## config.mk

```make
export PLATFORM = sky130hd
export DESIGN_NAME = capture_controller
export DESIGN_NICKNAME = d
export VERILOG_FILES = /design/src/rtl/capture_controller.sv
export SDC_FILE = /design/constraint.sdc
export NUM_CORES = 1
export LEC_CHECK = 0
export ABC_AREA = 1
export CORE_MARGIN = 10
export CORE_UTILIZATION = 59
export CTS_CLUSTER_DIAMETER = 50
export CTS_CLUSTER_SIZE = 28
export DETAILED_ROUTE_END_ITERATION = 16
export PLACE_DENSITY = 0.85
export SLEW_MARGIN = 20
export SYNTH_ARGS = -nofsm -noshare
export SYNTH_HDL_FRONTEND = slang
export SYNTH_SLANG_ARGS = --single-unit
```

## constraint.sdc

```tcl
create_clock -name CLK -period 5.2 [get_ports CLK]
set_input_delay 1.04 -clock CLK [delete_from_list [all_inputs] [get_ports CLK]]
set_output_delay 1.04 -clock CLK [all_outputs]
set_load 0.02 [all_outputs]
```

## src/rtl/capture_controller.sv

```systemverilog
// Capture sequencer: arms, fills the pre-trigger window, waits for a trigger, fills the post window, then replays it.
// Optional auto-trigger timeout is compiled in with `define CAPTURE_AUTO_TRIG_EN (adds the AUTO_TO port).
module capture_controller #(
  parameter int ADDR_W = 12,
  parameter int TO_W   = 16
) (
  input  logic              CLK,
  input  logic              RST,
  input  logic              CLK_EN,
  input  logic              START,
  input  logic              ABORT,
  input  logic [ADDR_W-1:0] PRE_LEN,
  input  logic [ADDR_W-1:0] POST_LEN,
  input  logic              TRIG_EV,
`ifdef CAPTURE_AUTO_TRIG_EN
  input  logic [TO_W-1:0]   AUTO_TO,
`endif
  output logic              ENABLE_TRIGG,
  output logic              WR_EN,
  output logic [ADDR_W-1:0] WR_ADDR,
  output logic [ADDR_W-1:0] TRIG_ADDR,
  input  logic              RD_NEXT,
  output logic [ADDR_W-1:0] RD_ADDR,
  output logic              RD_LAST,
  output logic              BUSY,
  output logic              DONE,
  output logic              AUTO_FLAG
);

  localparam logic [2:0] S_IDLE  = 3'd0;
  localparam logic [2:0] S_PRE   = 3'd1;
  localparam logic [2:0] S_ARMED = 3'd2;
  localparam logic [2:0] S_POST  = 3'd3;
  localparam logic [2:0] S_DONE  = 3'd4;

  localparam logic [ADDR_W:0]   DEPTH   = {1'b1, {ADDR_W{1'b0}}};
  localparam logic [ADDR_W:0]   CNT_ONE = {{ADDR_W{1'b0}}, 1'b1};
  localparam logic [ADDR_W-1:0] ADR_ONE = {{(ADDR_W-1){1'b0}}, 1'b1};

  logic [2:0]        state_reg, state_next;
  logic              enable_trigg_reg;
  logic [ADDR_W-1:0] wr_addr_reg, trig_addr_reg, rd_addr_reg;
  logic [ADDR_W:0]   pre_cnt_reg, post_cnt_reg, rd_cnt_reg;
  logic [ADDR_W:0]   pre_eff_reg, post_eff_reg;
  logic [ADDR_W:0]   post_eff_calc, pre_room, pre_eff_calc;
  logic [ADDR_W-1:0] done_base;
  logic              busy, start_take, real_hit, auto_hit, trig_take, rd_last, enter_done;

  // Window sizes: at least one post sample, and pre+post never exceeds the memory.
  assign post_eff_calc = (POST_LEN == '0) ? CNT_ONE : {1'b0, POST_LEN};
  assign pre_room      = DEPTH - post_eff_calc;
  assign pre_eff_calc  = ({1'b0, PRE_LEN} < pre_room) ? {1'b0, PRE_LEN} : pre_room;

  assign busy       = (state_reg == S_PRE) || (state_reg == S_ARMED) || (state_reg == S_POST);
  assign start_take = START && ((state_reg == S_IDLE) || (state_reg == S_DONE));
  assign real_hit   = (state_reg == S_ARMED) && CLK_EN && TRIG_EV;
  assign trig_take  = real_hit || auto_hit;
  assign rd_last    = (state_reg == S_DONE) && (rd_cnt_reg == pre_eff_reg + post_eff_reg);
  assign done_base  = (state_reg == S_ARMED) ? wr_addr_reg : trig_addr_reg;
  assign enter_done = (state_next == S_DONE) && (state_reg != S_DONE);

  always_comb begin
    state_next = state_reg;
    if (ABORT) begin
      state_next = S_IDLE;
    end else begin
      case (state_reg)
        S_IDLE:  if (START) state_next = (pre_eff_calc == '0) ? S_ARMED : S_PRE;
        S_PRE:   if (CLK_EN && (pre_cnt_reg + CNT_ONE == pre_eff_reg)) state_next = S_ARMED;
        S_ARMED: if (trig_take) state_next = (post_eff_reg == CNT_ONE) ? S_DONE : S_POST;
        S_POST:  if (CLK_EN && (post_cnt_reg + CNT_ONE == post_eff_reg)) state_next = S_DONE;
        S_DONE: begin
          if (START)                state_next = (pre_eff_calc == '0) ? S_ARMED : S_PRE;
          else if (RD_NEXT && rd_last) state_next = S_IDLE;
        end
        default: state_next = S_IDLE;
      endcase
    end
  end

  always_ff @(posedge CLK) begin
    if (RST) begin
      state_reg        <= S_IDLE;
      enable_trigg_reg <= 1'b0;
      wr_addr_reg      <= '0;
      trig_addr_reg    <= '0;
      rd_addr_reg      <= '0;
      rd_cnt_reg       <= '0;
      pre_cnt_reg      <= '0;
      post_cnt_reg     <= '0;
      pre_eff_reg      <= '0;
      post_eff_reg     <= '0;
    end else begin
      state_reg        <= state_next;
      enable_trigg_reg <= (state_next == S_ARMED);
      if (ABORT) begin
        wr_addr_reg  <= '0;
        rd_addr_reg  <= '0;
        rd_cnt_reg   <= '0;
        pre_cnt_reg  <= '0;
        post_cnt_reg <= '0;
      end else begin
        if (start_take) begin
          wr_addr_reg  <= '0;
          pre_cnt_reg  <= '0;
          post_cnt_reg <= '0;
          rd_cnt_reg   <= '0;
          pre_eff_reg  <= pre_eff_calc;
          post_eff_reg <= post_eff_calc;
        end
        if (busy && CLK_EN) wr_addr_reg <= wr_addr_reg + ADR_ONE;
        if ((state_reg == S_PRE) && CLK_EN) pre_cnt_reg <= pre_cnt_reg + CNT_ONE;
        if (trig_take) begin
          trig_addr_reg <= wr_addr_reg;
          post_cnt_reg  <= CNT_ONE;
        end
        if ((state_reg == S_POST) && CLK_EN) post_cnt_reg <= post_cnt_reg + CNT_ONE;
        // Readout starts pre_eff samples before the trigger, i.e. at the oldest kept sample.
        if (enter_done) begin
          rd_addr_reg <= done_base - pre_eff_reg[ADDR_W-1:0];
          rd_cnt_reg  <= CNT_ONE;
        end else if ((state_reg == S_DONE) && RD_NEXT && !rd_last && !START) begin
          rd_addr_reg <= rd_addr_reg + ADR_ONE;
          rd_cnt_reg  <= rd_cnt_reg + CNT_ONE;
        end
      end
    end
  end

`ifdef CAPTURE_AUTO_TRIG_EN
  logic [TO_W-1:0] auto_cnt_reg;
  logic            auto_flag_reg;

  // A real trigger on the same sample takes precedence, hence the !TRIG_EV term.
  assign auto_hit = (state_reg == S_ARMED) && CLK_EN && !TRIG_EV && (AUTO_TO != '0) &&
                    (auto_cnt_reg + TO_W'(1) == AUTO_TO);

  always_ff @(posedge CLK) begin
    if (RST) begin
      auto_cnt_reg  <= '0;
      auto_flag_reg <= 1'b0;
    end else if (ABORT) begin
      auto_cnt_reg <= '0;
    end else if (start_take) begin
      auto_cnt_reg  <= '0;
      auto_flag_reg <= 1'b0;
    end else if ((state_reg == S_ARMED) && CLK_EN) begin
      if (trig_take) auto_flag_reg <= auto_hit;
      else           auto_cnt_reg  <= auto_cnt_reg + TO_W'(1);
    end
  end

  assign AUTO_FLAG = auto_flag_reg;
`else
  assign auto_hit  = 1'b0;
  assign AUTO_FLAG = 1'b0;
`endif

  assign ENABLE_TRIGG = enable_trigg_reg;
  assign WR_EN        = busy && CLK_EN;
  assign WR_ADDR      = wr_addr_reg;
  assign TRIG_ADDR    = trig_addr_reg;
  assign RD_ADDR      = rd_addr_reg;
  assign RD_LAST      = rd_last;
  assign BUSY         = busy;
  assign DONE         = (state_reg == S_DONE);

endmodule

```

==> reports/results.tsv, run 1 <==
metric	value	unit
outcome	completed	
finalSetupTns	0	ns
drc_errors	0	
yosysTopAreaCellShare	26.4	%
p_total	1.90	mW
gp_congestion	0.949	
relSlewSlack	29.9	%
place_inst	1478	
initial_utilization	59.9	%
syn_inst	1259	
synth.yosys.seq_area_share	26.4	%
slowest_delay	0.62	ns
pin_count	73	
cts_buffers	9	
critPathBufInv	3	
path_delay_family	simple AND/OR/NAND/NOR gates	
ys.flop_type	dfxtp_1	
final.period_utilization	89.8	%
drtIter0Drc	613	
grt_max_degree	39	
setup_viol	0	
clk_path_buf_depth	2	
viasPerCell	5.48	
dr.pass1.iters	6	
cts_max_level	3	
grt-ovfl-total	0	
layout-drive-gt1-share	3.79	%
post-route-min-period	4.67	ns
powerDensity	210	nW/um2
hold_viol	0	
synth-seq-cells	104	
diodes	0	
clock_latency	0.36	ns
instances_no_fill	1494	
fp.dieArea	18400	um2
crit_slowest_cell	clkdlybuf4s50_1	
cts_tree	built	
async_flop_share	0	%
yosys_warnings	0	
finalMaxSlewViolations	0	
cp_max_fo	4	
synth_fp_nets	1332	
fill_cells	1190	
grt_pass1_wl	36300	um
die_w	136	um
track_usage	23.7	%
die_h	136	um
place_area	8710	um2
port_buffers	71	
p_leak	3.85	nW
vdd_drop_max	0.220	mV
area_delta_synth_final	14.4	%
rows	42	
fin_skew	0.0105	ns
synthDistinctLibCells	50	
worstSetupPathType	flop to output pin	
max_freq	214	MHz
rsz0062_at_grt	false	
synthTopCellsByArea	dfxtp_1 26%, nand2_1 17%, inv_1 8.6%, ha_1 6.3%, nand3_1 5.6%	
crit_path_cell_trace	ha_1, inv_1, fa_1, inv_1, nand3_1, nand2_1, nand2_1, nand3_1, nand3_1, nor2_1, nand2_1, nor4_1, nand4_1, a21oi_1, clkdlybuf4s50_1	
cp.arrival	3.63	ns
hold_class	flop to flop	
endpoint_kind	output pin	
root_buffer	clkbuf_16	
synth_area_per_cell	6.27	um2
stdcell_area	9030	um2
clk_pin_slew_worst_paths	0.08	ns
grt_pass1_vias	7634	
maxCapViolCount	0	
required	4.16	ns
tightest_slew	1.05	ns
startpoint_type	flop	
syn_area	7900	um2
dpl.hpwl	17000	um
synth_top_area_cell	dfxtp_1	
synth-edff-count	0	
vias	8194	
wl_per_cell	14.6	um
totalWireLength	21700	um
layout.nets	1386	
core-area	13200	um2
antenna_found_initial	0	
ant_nets	0	
cts_sinks	104	
==> worst paths after layout <==
kind                        start               to  slack [ns]  cells after the start
setup / recovery   pre_eff_reg[0]          RD_LAST        0.53                     15
hold / removal    pre_cnt_reg[11]  pre_cnt_reg[11]        0.47                      2
setup reg to reg   pre_eff_reg[0]    rd_cnt_reg[1]        1.60                     16
hold reg to reg   pre_cnt_reg[11]  pre_cnt_reg[11]        0.47                      2
==> placed cells by master, fill, tap and decap left out, drive strengths merged, types with 2 or more instances in the layout <==
cell / count
xnor2: 12
dfxtp: 104
nand4: 35
a211oi: 9
fa: 2
nand3: 90
o211ai: 14
o21ai: 61
inv: 191
a31oi: 2
a221oi: 2
xor2: 45
clkinv: 4
or2: 2
nand2: 361
buf: 4
nor3: 15
o22ai: 6
nor2: 114
clkbuf: 9
nor4: 7
a21o: 2
ha: 40
a22oi: 2
o21bai: 2
nor3b: 3
a21oi: 87
nand3b: 13
clkdlybuf4s50: 71
==> cell usage after synthesis, types with 2 or more instances <==
cell type  number
dfxtp_1       104
o21bai_1        2
nand2_2         5
nand3_1        88
fa_1            2
nand2_1       354
a22oi_1         2
a221oi_1        2
nand2_4         2
a211oi_1        9
nand3b_1       13
o22ai_1         6
o21ai_2         3
o211ai_1       14
xnor2_1        12
a31oi_1         2
nor2_4          2
or2_2           2
nor3_2          2
nor2_1        109
xor2_1         45
inv_2           5
a21oi_1        86
nor2_2          3
buf_2           2
inv_1         182
o21ai_0        57
buf_4           4
nor4_1          7
nor3_1         13
nor3b_1         3
clkinv_1        2
ha_1           40
buf_6           2
a21o_1          2
clkbuf_1       23
nand4_1        35
==> stage by stage <==
| stage | setup slack [ns] | utilization (%) | hold WS, ns |
|---|---|---|---|
| after floorplan | 1.28 | - | 0.445 |
| after global placement | 0.235 | 66.0 | 0.454 |
| after detailed placement | 0.155 | 66.0 | 0.464 |
| after CTS | 0.521 | 68.4 | 0.477 |
| after global routing | 0.00265 | 68.5 | 0.501 |
| final | 0.531 | 68.5 | 0.474 |
==> per-layer routing <==
metal  track usage (%)  wire, um  vias up
met5                 0         0        -
met4              6.58       428        0
met3              5.60      1380       35
met2              40.2     10500      214
met1              29.3      9420     3754
li1                  -         -     4191
==> repair_timing <==
item / 4_1_cts / 5_1_grt
resized for setup: 0 / 3
hold buffers: 0 / 0
setup endpoints to repair: 0 / 3
setup buffers: 0 / 0
==> report_power, final <==
part	internal [mW]	switching [mW]	total (mW)
clock	0.387	0.344	0.731
combinational	0.125	0.210	0.335
sequential	0.810	0.0232	0.833
total	1.32	0.577	1.90
==> final cells by class <==
type | count | area, um2 | area share (%)
clock inverters | 7 | 92.6 | 1.03
multi-input cells | 934 | 4960 | 54.9
well taps | 176 | 220 | 2.44
clock buffers | 9 | 225 | 2.49
flip-flops and latches | 104 | 2080 | 23.1
inverters | 189 | 709 | 7.85
repair buffers | 75 | 741 | 8.20
==> logic make-up (layout without fill, tap and decap cells) <==
group / Yosys count / after routing / synth area share, %
and+or+nand+nor: 641 / 641 / 35.3
buffers and inverters: 221 / 280 / 10.9
AOI/OAI and AO/OA: 191 / 191 / 13.6
DFF: 104 / 104 / 26.4
xor gates and xnor gates: 59 / 59 / 6.91
adders and majority gates: 42 / 42 / 6.84
other: 1 / 1 / 0.0475
==> tightest hold or removal path, stage by stage, from the launching register on <==
cell and delay (ns):
dfxtp_1 0.32, nand2_1 0.06, a21oi_1 0.06
(Power assumes the default switching activity.)
==> run 2, diff against run 1 <==
- CORE_MARGIN: 10 -> 2
==> reports/results.tsv, run 2 (synthesis results as in run 1) <==
metric	value	unit	change
grt_pass1_vias	7642		+0.10%
fin_skew	0.00875	ns	-0.00171 ns
busiest_layer	met2		
multi_input_area	4960	um2	about the same
place_inst	1477		-0.068%
area_delta_synth_final	13.9	%	
mostFrequentLayoutCell	nand2_1		
layout.nets	1385		-0.072%
hold-worst-slack	0.466	ns	-0.00803 ns
fill_cells	1175		-1.3%
hold_class	flop to flop		
ant_nets	0		unchanged
wl_per_cell	14.3	um	-1.5%
totalWireLength	21400	um	-1.6%
setup_viol	0		unchanged
clk_path_buf_depth	2		unchanged
ff_latch_area	2080	um2	unchanged
tightest_slew	1.01	ns	-0.0362 ns
track_usage	30.5	%	+6.8 points
worstSetupPathType	input pin to flop		
maxCapViolCount	0		unchanged
fp.dieArea	14300	um2	-22%
dpl.hpwl	16500	um	-3.2%
r2r_cells	16		unchanged
cts_setup_buffers	0		unchanged
rows	42		unchanged
cts.hold.buffers_added	0		unchanged
outcome	completed		
ctsResizeCount	0		unchanged
pin_count	73		unchanged
cts_tree	built		
layout-drive-gt1-share	3.72	%	-0.073 points
instances_no_fill	1493		-0.067%
core-area	13100	um2	-0.40%
vias	8283		+1.1%
startpoint_type	input pin		
rr_startpoint	pre_eff_reg[0]		
grt_use_met1	37.4	%	+8.2 points
endpoint	ENABLE_TRIGG		
rsz0062_at_grt	false		
diodes	0		unchanged
die_h	120	um	-12%
initial_utilization	60.1	%	+0.24 points
grt_max_degree	39		unchanged
finalSetupTns	0	ns	unchanged
place_area	8700	um2	about the same
p_leak	3.83	nW	-0.46%
cp.arrival	5.06	ns	+1.43 ns
required	5.49	ns	+1.33 ns
finalMaxSlewViolations	0		unchanged
gr-usage-met2	51.5	%	+11 points
drc_errors	0		unchanged
cts_buffers	9		unchanged
cts_sinks	104		unchanged
clock_latency	0.36	ns	about the same
grt-ovfl-total	0		unchanged
antenna_found_initial	0		unchanged
mostFrequentLayoutCells	354 x nand2_1, 182 x inv_1, 107 x nor2_1		
die_w	120	um	-12%
root_buffer	clkbuf_16		
max_freq	210	MHz	-2.1%
vdd_drop_max	0.205	mV	-7.0%
cts_max_level	3		unchanged
dr.pass1.iters	6		unchanged
startpoint	POST_LEN[6]		
fin_util	68.5	%	about the same
powerDensity	205	nW/um2	-2.3%
post-route-min-period	4.77	ns	+0.101 ns
grt_pass1_wl	35600	um	-1.8%
grt_util_met3	6.32	%	+0.72 points
final.period_utilization	91.7	%	+1.9 points
regToRegSetupSlack	1.67	ns	+0.07 ns
port_buffers	71		unchanged
r2r-end	rd_cnt_reg[11]		
stdcell_area	8990	um2	-0.42%
relSlewSlack	32.3	%	+2.4 points
endpoint_kind	flop		
gp_congestion	0.983		+3.6%
cp_max_fo	15		+11
hold_viol	0		unchanged
clk_pin_slew_worst_paths	0.07	ns	about the same
drtIter0Drc	688		+12%
viasPerCell	5.55		+1.2%
## run 2: changes by cell type in the layout (fill, tap and decap cells not counted), moves of 2 or more
cell and delta:
o21ai_0 +2, inv_6 -2, o21ai_1 -2, clkinv_4 +2
## run 2: worst max-delay path, cell delays in order
cell and delay, ns:
clkdlybuf4s50_1 0.59, nor2_1 0.10, nand2_1 0.10, nor2_1 0.05, nand2_1 0.07, nand2_1 0.09
inv_1 0.16, ha_1 0.21, nand2_1 0.11, nor3_1 0.27, nand3_1 0.13, xor2_1 0.24
ha_1 0.29, a21oi_1 0.15, nor2_1 0.06, o21ai_0 0.14, o21ai_1 0.09, inv_2 0.17
nand2_4 0.14, o21ai_0 0.23, nand2_1 0.08, nor2_1 0.15, nand4_1 0.10, nand2_1 0.07
nand3_1 0.08, nor2_1 0.13
## run 2: per-stage QoR
| stage | power (mW) | setup slack [ns] |
|---|---|---|
| 3_3_place_gp | 1.17 | 0.372 |
| 6_report | 1.85 | 0.430 |
| 3_5_place_dp | 1.18 | 0.170 |
| 5_1_grt | 1.93 | 0.0527 |
| 2_1_floorplan | 1.08 | 1.28 |
| 4_1_cts | 1.85 | 0.529 |
## run 2: worst min-delay path by stage
stage,startpoint,end,slack [ns],depth (start not counted)
floorplan,pre_cnt_reg[11],pre_cnt_reg[11],0.45,2
global placement,pre_cnt_reg[11],pre_cnt_reg[11],0.45,2
detailed placement,pre_cnt_reg[11],pre_cnt_reg[11],0.46,2
CTS,pre_cnt_reg[11],pre_cnt_reg[11],0.47,2
global route,pre_cnt_reg[11],pre_cnt_reg[11],0.50,2
finish,pre_cnt_reg[11],pre_cnt_reg[11],0.47,2
## run 2: layout make-up
class	instances	area share, %
multi-input cells	934	55.1
repair buffers	74	8.15
well taps	176	2.45
flip-flops and latches	104	23.1
clock buffers	10	2.66
inverters	189	7.89
clock inverters	6	0.570
## run 2: power by group
part | leakage (nW) | internal (mW) | switching [mW]
logic | 2.85 | 0.124 | 0.210
registers | 0.842 | 0.810 | 0.0234
clock network | 0.145 | 0.345 | 0.334
total | 3.83 | 1.28 | 0.567
## run 2: metal layers
layer  wire length, um  part of all wire (%)
met4               732                   3.4
met3              1580                   7.4
met2             10000                    47
met1              9070                    42
met5                 0                     0
==> run 3, diff against run 2 <==
- SKIP_LAST_GASP: not set -> 1
==> results of run 3 <==
Same layout as run 2: the final DEF is identical, and so are final timing and power.
